--- config.mk ---
export PLATFORM = sky130hd
export DESIGN_NAME = fetch_pc_unit
export DESIGN_NICKNAME = d
export VERILOG_FILES = /design/src/rtl/fetch_pc_unit.sv
export SDC_FILE = /design/constraint.sdc
export NUM_CORES = 1
export LEC_CHECK = 0
export BUFFER_PORTS_ARGS = -buffer_cell sky130_fd_sc_hd__buf_4
export CORE_UTILIZATION = 49
export DETAILED_ROUTE_END_ITERATION = 7
export HOLD_SLACK_MARGIN = 0.1
export PLACE_DENSITY = 0.94
export SLEW_MARGIN = 15
export SYNTH_ARGS = -nofsm -noshare
export SYNTH_HDL_FRONTEND = slang
export SYNTH_SLANG_ARGS = --single-unit
--- constraint.sdc ---
create_clock -name clk -period 3.7 [get_ports clk]
set_input_delay 0.74 -clock clk [delete_from_list [all_inputs] [get_ports clk]]
set_output_delay 0.74 -clock clk [all_outputs]
set_load 0.1 [all_outputs]
--- src/rtl/fetch_pc_unit.sv ---
// Program-counter register and single-outstanding instruction-fetch sequencer.
// Drives pc_q to the external PC adder and takes its sum back as the next PC.
//
// state | meaning
// ------+------------------------------------------------------------
// IDLE  | one idle cycle after reset, then start fetching
// REQ   | imem_req_o high at pc_q, waiting for imem_gnt_i
// WAIT  | request granted, waiting for imem_rvalid_i
// HOLD  | instruction buffered, instr_valid_o high until decode takes it
// FAULT | misaligned redirect target; fetch halted until aligned redirect
module fetch_pc_unit #(
  parameter int              XLEN     = 32,
  parameter logic [XLEN-1:0] RESET_PC = 32'h8000_0000
) (
  input  logic            clk,
  input  logic            rst_n,
  output logic [XLEN-1:0] pc_o,
  input  logic [XLEN-1:0] pc_plus4_i,
  input  logic            redirect_i,
  input  logic [XLEN-1:0] redirect_target_i,
  output logic            imem_req_o,
  output logic [XLEN-1:0] imem_addr_o,
  input  logic            imem_gnt_i,
  input  logic            imem_rvalid_i,
  input  logic [XLEN-1:0] imem_rdata_i,
  output logic            instr_valid_o,
  output logic [XLEN-1:0] instr_o,
  output logic [XLEN-1:0] instr_pc_o,
  input  logic            instr_ready_i,
  output logic            fetch_misalign_o
);

  typedef enum logic [2:0] {
    IDLE  = 3'd0,
    REQ   = 3'd1,
    WAIT  = 3'd2,
    HOLD  = 3'd3,
    FAULT = 3'd4
  } state_t;

  state_t          state_q, state_d;
  logic [XLEN-1:0] pc_q, pc_d;
  logic [XLEN-1:0] instr_q, instr_d;
  logic [XLEN-1:0] ipc_q, ipc_d;
  logic            kill_q, kill_d;
  logic            mis_q, mis_d;
  logic            tgt_misaligned;

  assign tgt_misaligned = (redirect_target_i[1:0] != 2'b00);

  // State and datapath registers; nothing survives reset.
  always_ff @(posedge clk or negedge rst_n) begin
    if (!rst_n) begin
      state_q <= IDLE;
      pc_q    <= RESET_PC;
      instr_q <= '0;
      ipc_q   <= '0;
      kill_q  <= 1'b0;
      mis_q   <= 1'b0;
    end else begin
      state_q <= state_d;
      pc_q    <= pc_d;
      instr_q <= instr_d;
      ipc_q   <= ipc_d;
      kill_q  <= kill_d;
      mis_q   <= mis_d;
    end
  end

  // Next-state and next-value logic; redirect overrides the normal flow last.
  always_comb begin
    state_d       = state_q;
    pc_d          = pc_q;
    instr_d       = instr_q;
    ipc_d         = ipc_q;
    kill_d        = kill_q;
    mis_d         = mis_q;
    imem_req_o    = 1'b0;
    instr_valid_o = 1'b0;

    unique case (state_q)
      IDLE: state_d = REQ;
      REQ: begin
        imem_req_o = 1'b1;
        // A stale response left over from FAULT may land here; it only clears the kill.
        if (imem_rvalid_i && kill_q) kill_d = 1'b0;
        if (imem_gnt_i) state_d = WAIT;
      end
      WAIT: begin
        if (imem_rvalid_i) begin
          if (kill_q) begin
            kill_d  = 1'b0;
            state_d = REQ;
          end else begin
            instr_d = imem_rdata_i;
            ipc_d   = pc_q;
            pc_d    = pc_plus4_i;
            state_d = HOLD;
          end
        end
      end
      HOLD: begin
        instr_valid_o = 1'b1;
        if (instr_ready_i) state_d = REQ;
      end
      FAULT: begin
        if (imem_rvalid_i && kill_q) kill_d = 1'b0;
      end
      default: state_d = IDLE;
    endcase

    if (redirect_i) begin
      pc_d    = redirect_target_i;
      instr_d = instr_q;
      ipc_d   = ipc_q;
      if (tgt_misaligned) begin
        mis_d   = 1'b1;
        state_d = FAULT;
        // Keep a kill pending for any response still owed by the memory.
        kill_d  = (state_q == REQ && imem_gnt_i) ||
                  (state_q == WAIT && !imem_rvalid_i) ||
                  (state_q != WAIT && kill_q && !imem_rvalid_i);
      end else begin
        mis_d = 1'b0;
        unique case (state_q)
          REQ: begin
            if (imem_gnt_i) begin
              state_d = WAIT;
              kill_d  = 1'b1;
            end else begin
              state_d = REQ;
            end
          end
          WAIT: begin
            if (imem_rvalid_i) begin
              state_d = REQ;
              kill_d  = 1'b0;
            end else begin
              state_d = WAIT;
              kill_d  = 1'b1;
            end
          end
          default: state_d = REQ;
        endcase
      end
    end
  end

  assign pc_o             = pc_q;
  assign imem_addr_o      = pc_q;
  assign instr_o          = instr_q;
  assign instr_pc_o       = ipc_q;
  assign fetch_misalign_o = mis_q;

endmodule

# Word level (Yosys, flattened, before mapping)
# Cells that the tools add are included.
[classes] n_eq_ne=10 mux=25 bitwise_logic=2 n_reduce_logical=16
[op_table] operator="$mux 32" count=4
[op_table] operator="$mux 3" count=5
[op_table] operator="$pmux 3 s5" count=1
[op_table] operator="$mux 1" count=9
[op_table] operator="$ne 3x3->1 const B" count=3
[op_table] operator="$reduce_and 4->1" count=2
[op_table] operator="$eq 3x2->1 const B" count=2
[op_table] operator="$mux 2" count=3
[op_table] operator="$pmux 3 s2" count=1
[op_table] operator="$reduce_bool 2->1" count=3
[op_table] operator="$logic_and 1x1->1" count=5
[op_table] operator="$ne 2x2->1 const B" count=2
[op_table] operator="$pmux 1 s2" count=2
[op_table] operator="$eq 3x1->1 const B" count=1
[op_table] operator="$eq 3x3->1 const B" count=1
[op_table] operator="$logic_not 3->1" count=1
[op_table] operator="$ne 3x2->1 const B" count=1
[op_table] operator="$reduce_and 3->1" count=1
[op_table] operator="$logic_or 1x1->1" count=2
[op_table] operator="$not 1->1" count=2
[op_table] operator="$reduce_or 2->1" count=1
[op_table] operator="$logic_not 1->1" count=1
[totals] ff_bits=101

# Depth between registers and ports, before layout
# Gate-level depths: netlist of the first run.
[logic_depth] word_depth=7 depth_mapped=5 depth_no_buf=4

# Least setup slack after synthesis of the first run
# No wires, ideal clock.
[synth_timing] path_type="register to output" from="register state_q[1]" to="output imem_req_o" arrival_ns=1.940 t_required_ns=2.960 slack_ns=1.020 stages_incl_launch_ff=4 path_buffers=1 cell_sequence="dfrtp_1 -> buf_2 -> nand2b_1 -> nor2_1"
[synth_via] elab_chain_len=2
[synth_rtl] element="from (decl)" line_no="41" rtl="state_t state_q, state_d;"
[synth_rtl] element="from (signal assigned)" line_no="61" rtl="state_q <= state_d;"
[synth_rtl] element="$eq 3x1->1" line_no="81" rtl="unique case (state_q)"
[synth_rtl] element="$mux 1" line_no="81"
[synth_rtl] element="to (decl)" line_no="21" rtl="output logic imem_req_o,"
# No other way between the ends.

# Final worst setup path of the first run
[layout_timing] from="input redirect_i" to="register ipc_q[14] (netlist: instr_pc_o[14])"
[layout_via] elab_chain_len=2
[layout_rtl] element="from (decl)" line_no="19" rtl="input logic redirect_i,"
[layout_rtl] element="$not 1->1 (no line)"
[layout_rtl] element="$reduce_and 4->1 (no line)"
[layout_rtl] element="to (signal assigned)" line_no="64" rtl="ipc_q <= ipc_d;"
[layout_rtl] element="to (decl)" line_no="44" rtl="logic [XLEN-1:0] ipc_q, ipc_d;"
# No other way between the ends.
# A chain may end at the register's enable or synchronous reset.

==> results of run 1 <==
[cell usage in the layout, fill, tap and decap left out, types with 2 or more instances in the layout]
| cell | netlist | final |
|---|---|---|
| dfrtp_1 | 100 | 100 |
| mux2_2 | 65 | 65 |
| clkinv_4 | 0 | 4 |
| nand2_1 | 34 | 33 |
| nor2_1 | 5 | 5 |
| buf_4 | 32 | 233 |
| a21oi_1 | 2 | 2 |
| clkbuf_8 | 0 | 10 |
| mux2_1 | 2 | 2 |
| mux2i_1 | 31 | 31 |
| nand2b_1 | 4 | 4 |
| o21ai_0 | 35 | 35 |
| a221o_1 | 2 | 2 |
[per-layer routing]
layer | up-vias | track usage [%]
met4 | 0 | 8.27
met3 | 14 | 4.62
met5 | - | 0
met1 | 1603 | 28.3
met2 | 160 | 41.3
li1 | 1565 | -
[per-stage QoR]
step | area, sq um | hold WS, ns
6_report | 6200 | 0.428
5_1_grt | 6200 | 0.469
4_1_cts | 6200 | 0.513
3_5_place_dp | 6010 | 0.495
3_3_place_gp | 6010 | 0.484
2_1_floorplan | 4410 | 0.444
[worst paths after layout]
path,from,endpoint,slack (ns),depth (start not counted)
min,rst_n,instr_pc_o[2],0.43,1
max reg2reg,state_q[0],imem_addr_o[11],1.57,4
max in group asynchronous,rst_n,imem_addr_o[31],2.48,2
min in group clk,imem_addr_o[31],imem_addr_o[31],0.51,2
max,redirect_i,instr_pc_o[14],1.27,5
min reg2reg,imem_addr_o[31],imem_addr_o[31],0.51,2
[state kept, by name, indices dropped and copies added, names as in the netlist]
name	cells
state_q	3
instr_o	32
kill_q	1
instr_pc_o	32
imem_addr_o	32
fetch_misalign_o	1
[cells in the mapped netlist, drive strengths merged (2+ instances only)]
cell type / instances
mux2i: 31
clkbuf: 7
a221o: 2
a21oi: 3
buf: 44
mux2: 67
nand2: 34
dfrtp: 100
o21ai: 35
nand2b: 4
nor2: 5
[layout make-up]
type | count | area share (%)
flip-flops and latches | 101 | 40.8
repair buffers | 235 | 28.7
multi-input cells | 194 | 25.2
clock buffers | 10 | 2.22
well taps | 108 | 2.18
clock inverters | 6 | 0.887
inverters | 1 | 0.0605
[cells by family (layout without fill, tap and decap cells)]
family | count (synthesis) | count (layout) | synth area share (%)
xor gates and xnor gates | 1 | 1 | 0.199
and+or+nand+nor | 51 | 51 | 5.25
buffers and inverters | 52 | 252 | 7.49
AOI/OAI and AO/OA | 44 | 44 | 5.62
muxes | 98 | 98 | 24.1
DFF | 101 | 101 | 57.3
==> impl_metrics.yaml, run 1 <==
synthesis:
  synthArstFlopShare_pct: 100
  synth-edff-count: 0
  synth-seq-cells: 101
  synth_area_leaders: "dfrtp_1 (57%), mux2_2 (17%), mux2i_1 (7.0%)"
  syn_area_sq_um: 4410
  syn_nets: 449
  synth_top_area_cell: "dfrtp_1"
  avgSynthCellArea_sq_um: 12.7
  synth-main-ff-cell: "dfrtp_1"
  ys_seq_area_share_pct: 57.3
  yosys.area.top_type_share_pct: 56.7
  ys_warn_count: 0
  ys_types: 29
  synthCells: 347
worst_setup_path:
  max_stage_delay_ns: 0.53
  crit_family: "buffers and inverters"
  path_class: "in2reg"
  crit_slowest_cell: "buf_4"
  crit_buf_inv: 2
  cp.arrival_ns: 2.67
  required_ns: 3.94
  cp-start-kind: "input port"
  worstPathMaxFanout: 42
  worstPathCellList: "buf_4, nor2_1, nand2_2, buf_12, mux2_2"
  worst_setup_path_end_kind: "flip-flop"
die:
  initial_core_util_pct: 50.6
  die_h_microns: 96.9
  rows: 34
  core_sq_um: 8720
  num_io_pins: 233
  fp.dieW_microns: 96.9
  design.die.area_sq_um: 9390
cts:
  htreeDepth: 3
  cts_tree: "done"
  cts_root_buf: "clkbuf_8"
  cts_made_buffers: 9
  clock_path_buffers: 2
  clock_latency_ns: 0.36
  cts_setup_buffers: 0
  hold_buffers: 0
  cts.clk_slew.worst_paths_ns: 0.10
  cts_sinks: 101
  ctsResizeCount: 0
sta:
  hold_viol_final: 0
  rsz0062_at_grt: "false"
  clock_skew_ns: 0.0174
  setup-tns-final_ns: 0
  period_needed_ns: 2.43
  relSlewSlack_pct: 48.2
  tightest_slew_ns: 0.777
  setup_viol: 0
  finalWorstSetupSlack_ns: 1.27
  period_share_pct: 65.7
  clock.fmax_mhz: 411
  slew_viol_final: 0
grt:
  grt_overflow: 0
  grt_usage_pct: 23.4
  grt_pass1_wl_microns: 17300
  grt_pass1_vias: 3366
  grt_max_degree: 89
  antenna_found_initial: 0
finish:
  drive_gt1_share_pct: 59.0
  seq_area_sq_um: 2530
  synthToLayoutAreaGrowth_pct: 40.6
  fill_cells: 604
  num_antenna_cells: 0
  layout.nets: 644
  multiInputGateArea_sq_um: 1560
  fin_util_pct: 71.1
  final_cells: 655
drt:
  wl_met1_microns: 4230
  drt_iter0_markers: 52
  postRouteAntennaNets: 0
  dr_wl_met2_microns: 5730
  top_layer: "met4"
  wl_met3_microns: 613
  firstDrtPassIters: 4
  post_drt_wl_per_cell_microns: 16.4
  vias_per_cell: 5.10
  drt_wl_total_microns: 10700
  drc_errors: 0
  via_count: 3342
run_status:
  outcome: "finished, final reports clean"
place:
  gp_congestion: 0.788
  place_inst: 639
  dpl.hpwl_microns: 8010
  portBuffers: 232
  place_ws_ns: 0.899
hold_path:
  hold_class: "in2async"
run:
  maxCapViolations: 0
Power of run 1 is not shown: default switching activity piles up to over one toggle a cycle in this logic, so the estimate is an artifact.
==> run 2, diff against run 1 <==
- ABC_AREA: not set -> 1
- CORE_UTILIZATION: 49 -> 42
- PLACE_DENSITY: 0.94 -> 0.85
- clock period: 3.7 -> 2.15 ns (I/O delays scaled with it)
==> impl_metrics.yaml, run 2 <==
run_status:
  outcome: "finished, final reports clean"
synthesis:
  synth-seq-cells: 101
  syn_area_sq_um: 4760
  ys_types: 23
  synth_top_family_by_area: "simple AND/OR/NAND/NOR gates"
  synthArstFlopShare_pct: 100
  yosysMostFrequentCell: "nand2_1"
  synth-edff-count: 0
  synth_top_cells_by_count: "nand2_1 (302), dfrtp_1 (100), o21ai_0 (60), nand3_1 (41), buf_4 (39)"
  syn_nets: 709
  yosys.area_share.adder_pct: 0
  synth-main-ff-cell: "dfrtp_1"
  ys_warn_count: 0
  synth-compound-area-share_pct: 7.14
  yosys.area.top_type_share_pct: 52.5
  synth_top_area_cell: "dfrtp_1"
  synthMuxAreaShare_pct: 0
  synthXorXnorAreaFrac_pct: 0
  synthCells: 607
  synth-simple-area-share_pct: 30.0
  avgSynthCellArea_sq_um: 7.85
  ys_seq_area_share_pct: 53.1
  synth_area_leaders: "dfrtp_1 (53%), nand2_1 (24%), o21ai_0 (6.3%)"
place:
  gp_congestion: 0.803
  dpl.hpwl_microns: 8890
  portBuffers: 232
cts:
  cts.clk_slew.worst_paths_ns: 0.07
  clock_latency_ns: 0.33
  cts_sinks: 101
  cts_made_buffers: 9
  htreeDepth: 3
  ctsResizeCount: 0
  cts_setup_buffers: 0
  cts_root_buf: "clkbuf_16"
  cts_tree: "done"
  clock_path_buffers: 2
  hold_buffers: 0
worst_setup_path:
  worstPathCellList: "inv_1, nand3_1, inv_1, buf_4"
  cp-start-kind: "flip-flop"
  cp.arrival_ns: 1.46
  required_ns: 1.72
  worstPathMaxFanout: 5
  path_common_cell: "inv_1"
  worst_setup_path_end_kind: "output port"
  crit_family: "buffers and inverters"
  crit_slowest_cell: "dfrtp_1"
  crit_buf_inv: 3
  path_class: "reg2out"
  max_stage_delay_ns: 0.40
finish:
  synthToLayoutAreaGrowth_pct: 39.4
  drive_gt1_share_pct: 33.1
  layout.nets: 892
  num_antenna_cells: 0
  final_common_cell: "nand2_1"
  final_cell_mix: "nand2_1 (302), buf_4 (238), dfrtp_1 (100), o21ai_0 (60), nand3_1 (41)"
grt:
  grt_pass1_wl_microns: 20500
  grt_pass1_vias: 4148
  grt_max_degree: 102
  antenna_found_initial: 0
  grt_overflow: 0
  grt_usage_pct: 22.4
power_and_ir_drop:
  clockPowerShare_pct: 23.5
  powerDensity_nw_per_um2: 981
  combPwrFrac_pct: 42.1
  seqPwrFrac_pct: 34.3
  vdd_drop_max_v: 0.000503
  p_switching_uw: 3060
  power_uw: 6510
  p_sw_share_pct: 46.9
  leakagePower_uw: 0.00395
  p_int_uw: 3460
sta:
  setup_viol: 0
  fin_hold_ws_ns: 0.145
  hold_viol_final: 0
  relSlewSlack_pct: 64.2
  setup-tns-final_ns: 0
  period_needed_ns: 1.89
  clock.fmax_mhz: 529
  clock_skew_ns: 0.0118
  rsz0062_at_grt: "false"
  slew_viol_final: 0
  period_share_pct: 87.9
  tightest_slew_ns: 0.538
drt:
  vias_per_cell: 4.86
  drt_iter0_markers: 268
  via_count: 4544
  firstDrtPassIters: 4
  postRouteAntennaNets: 0
  drc_errors: 0
  drt_wl_total_microns: 13100
  post_drt_wl_per_cell_microns: 14.0
die:
  die_h_microns: 109
  design.die.area_sq_um: 11800
  core_sq_um: 10900
  num_io_pins: 233
  fp.dieW_microns: 109
  initial_core_util_pct: 43.6
  rows: 38
run:
  maxCapViolations: 0
hold_path:
  hold_class: "in2async"
## run 2: cell count changes after synthesis, sizes merged, moves of 2 or more
cell	before	now
o21ai	35	67
mux2i	31	0
nand3	0	42
mux2	67	0
nand2b	4	0
inv	1	8
nand4	0	2
buf	44	53
nor2	5	11
a221o	2	0
a21oi	3	1
clkbuf	7	16
nand2	34	303
## run 2: kinds of logic (layout without fill, tap and decap cells)
| kind of cell | after synthesis | count (layout) |
|---|---|---|
| buf+inv | 78 | 266 |
| compound gates | 68 | 68 |
| flops | 101 | 101 |
| simple gates | 360 | 360 |
## run 2: stage by stage
step | instance area, sq um | cells | utilization, % | setup slack [ns]
floorplan | 4760 | 607 | - | 0.364
global placement | 6360 | 919 | 58.2 | 0.595
detailed placement | 6360 | 919 | 58.2 | 0.527
global route | 6640 | 935 | 60.7 | 0.169
finish | 6640 | 935 | 60.7 | 0.259
CTS | 6640 | 935 | 60.7 | 0.257
## run 2: metal layers
layer  vias to the layer above  track usage [%]  share of wire [%]
met5                         -                0                  0
met4                         0             8.88                2.6
met3                        27             2.95                4.8
met2                       153             37.3                 50
met1                      2126             29.7                 43
li1                       2238                -                  -
## run 2: layout make-up
type,instances,area [sq um]
fill,1033,4300
inverter,9,33.8
clock inverter,4,33.8
clock buffer,12,246
timing repair buffer,241,1850
tap,140,175
sequential,101,2530
multi-input combinational,428,1780
## run 2: power groups by stage
stage | Combinational, uW | Sequential, uW | Clock (uW)
after detailed placement | 2750 | 2270 | 0
final | 2740 | 2240 | 1530
after global placement | 2730 | 2260 | 0
after global routing | 2860 | 2260 | 1650
after floorplan | 904 | 3500 | 0
after CTS | 2760 | 2240 | 1560
## run 2: worst paths after layout
path                                 startpoint              to  slack (ns)  cells after the start
worst max-delay path                 state_q[2]      imem_req_o        0.26                      4
worst min-delay path                      rst_n      instr_o[0]        0.15                      2
min in group clk                imem_rdata_i[3]      instr_o[3]        0.29                      3
worst min register to register       instr_o[0]      instr_o[0]        0.48                      2
max in group asynchronous                 rst_n   instr_pc_o[1]        1.59                      2
worst max register to register       state_q[2]  instr_pc_o[28]        0.50                      7
## run 2: worst reg2reg max path: stages (launching register included)
cell and delay (ns):
dfrtp_1 0.40, inv_1 0.15, nand3_2 0.14, nor2_2 0.15
nand2_4 0.08, buf_4 0.29, o21ai_0 0.24, nand2_1 0.08
(Power assumes the default switching activity.)
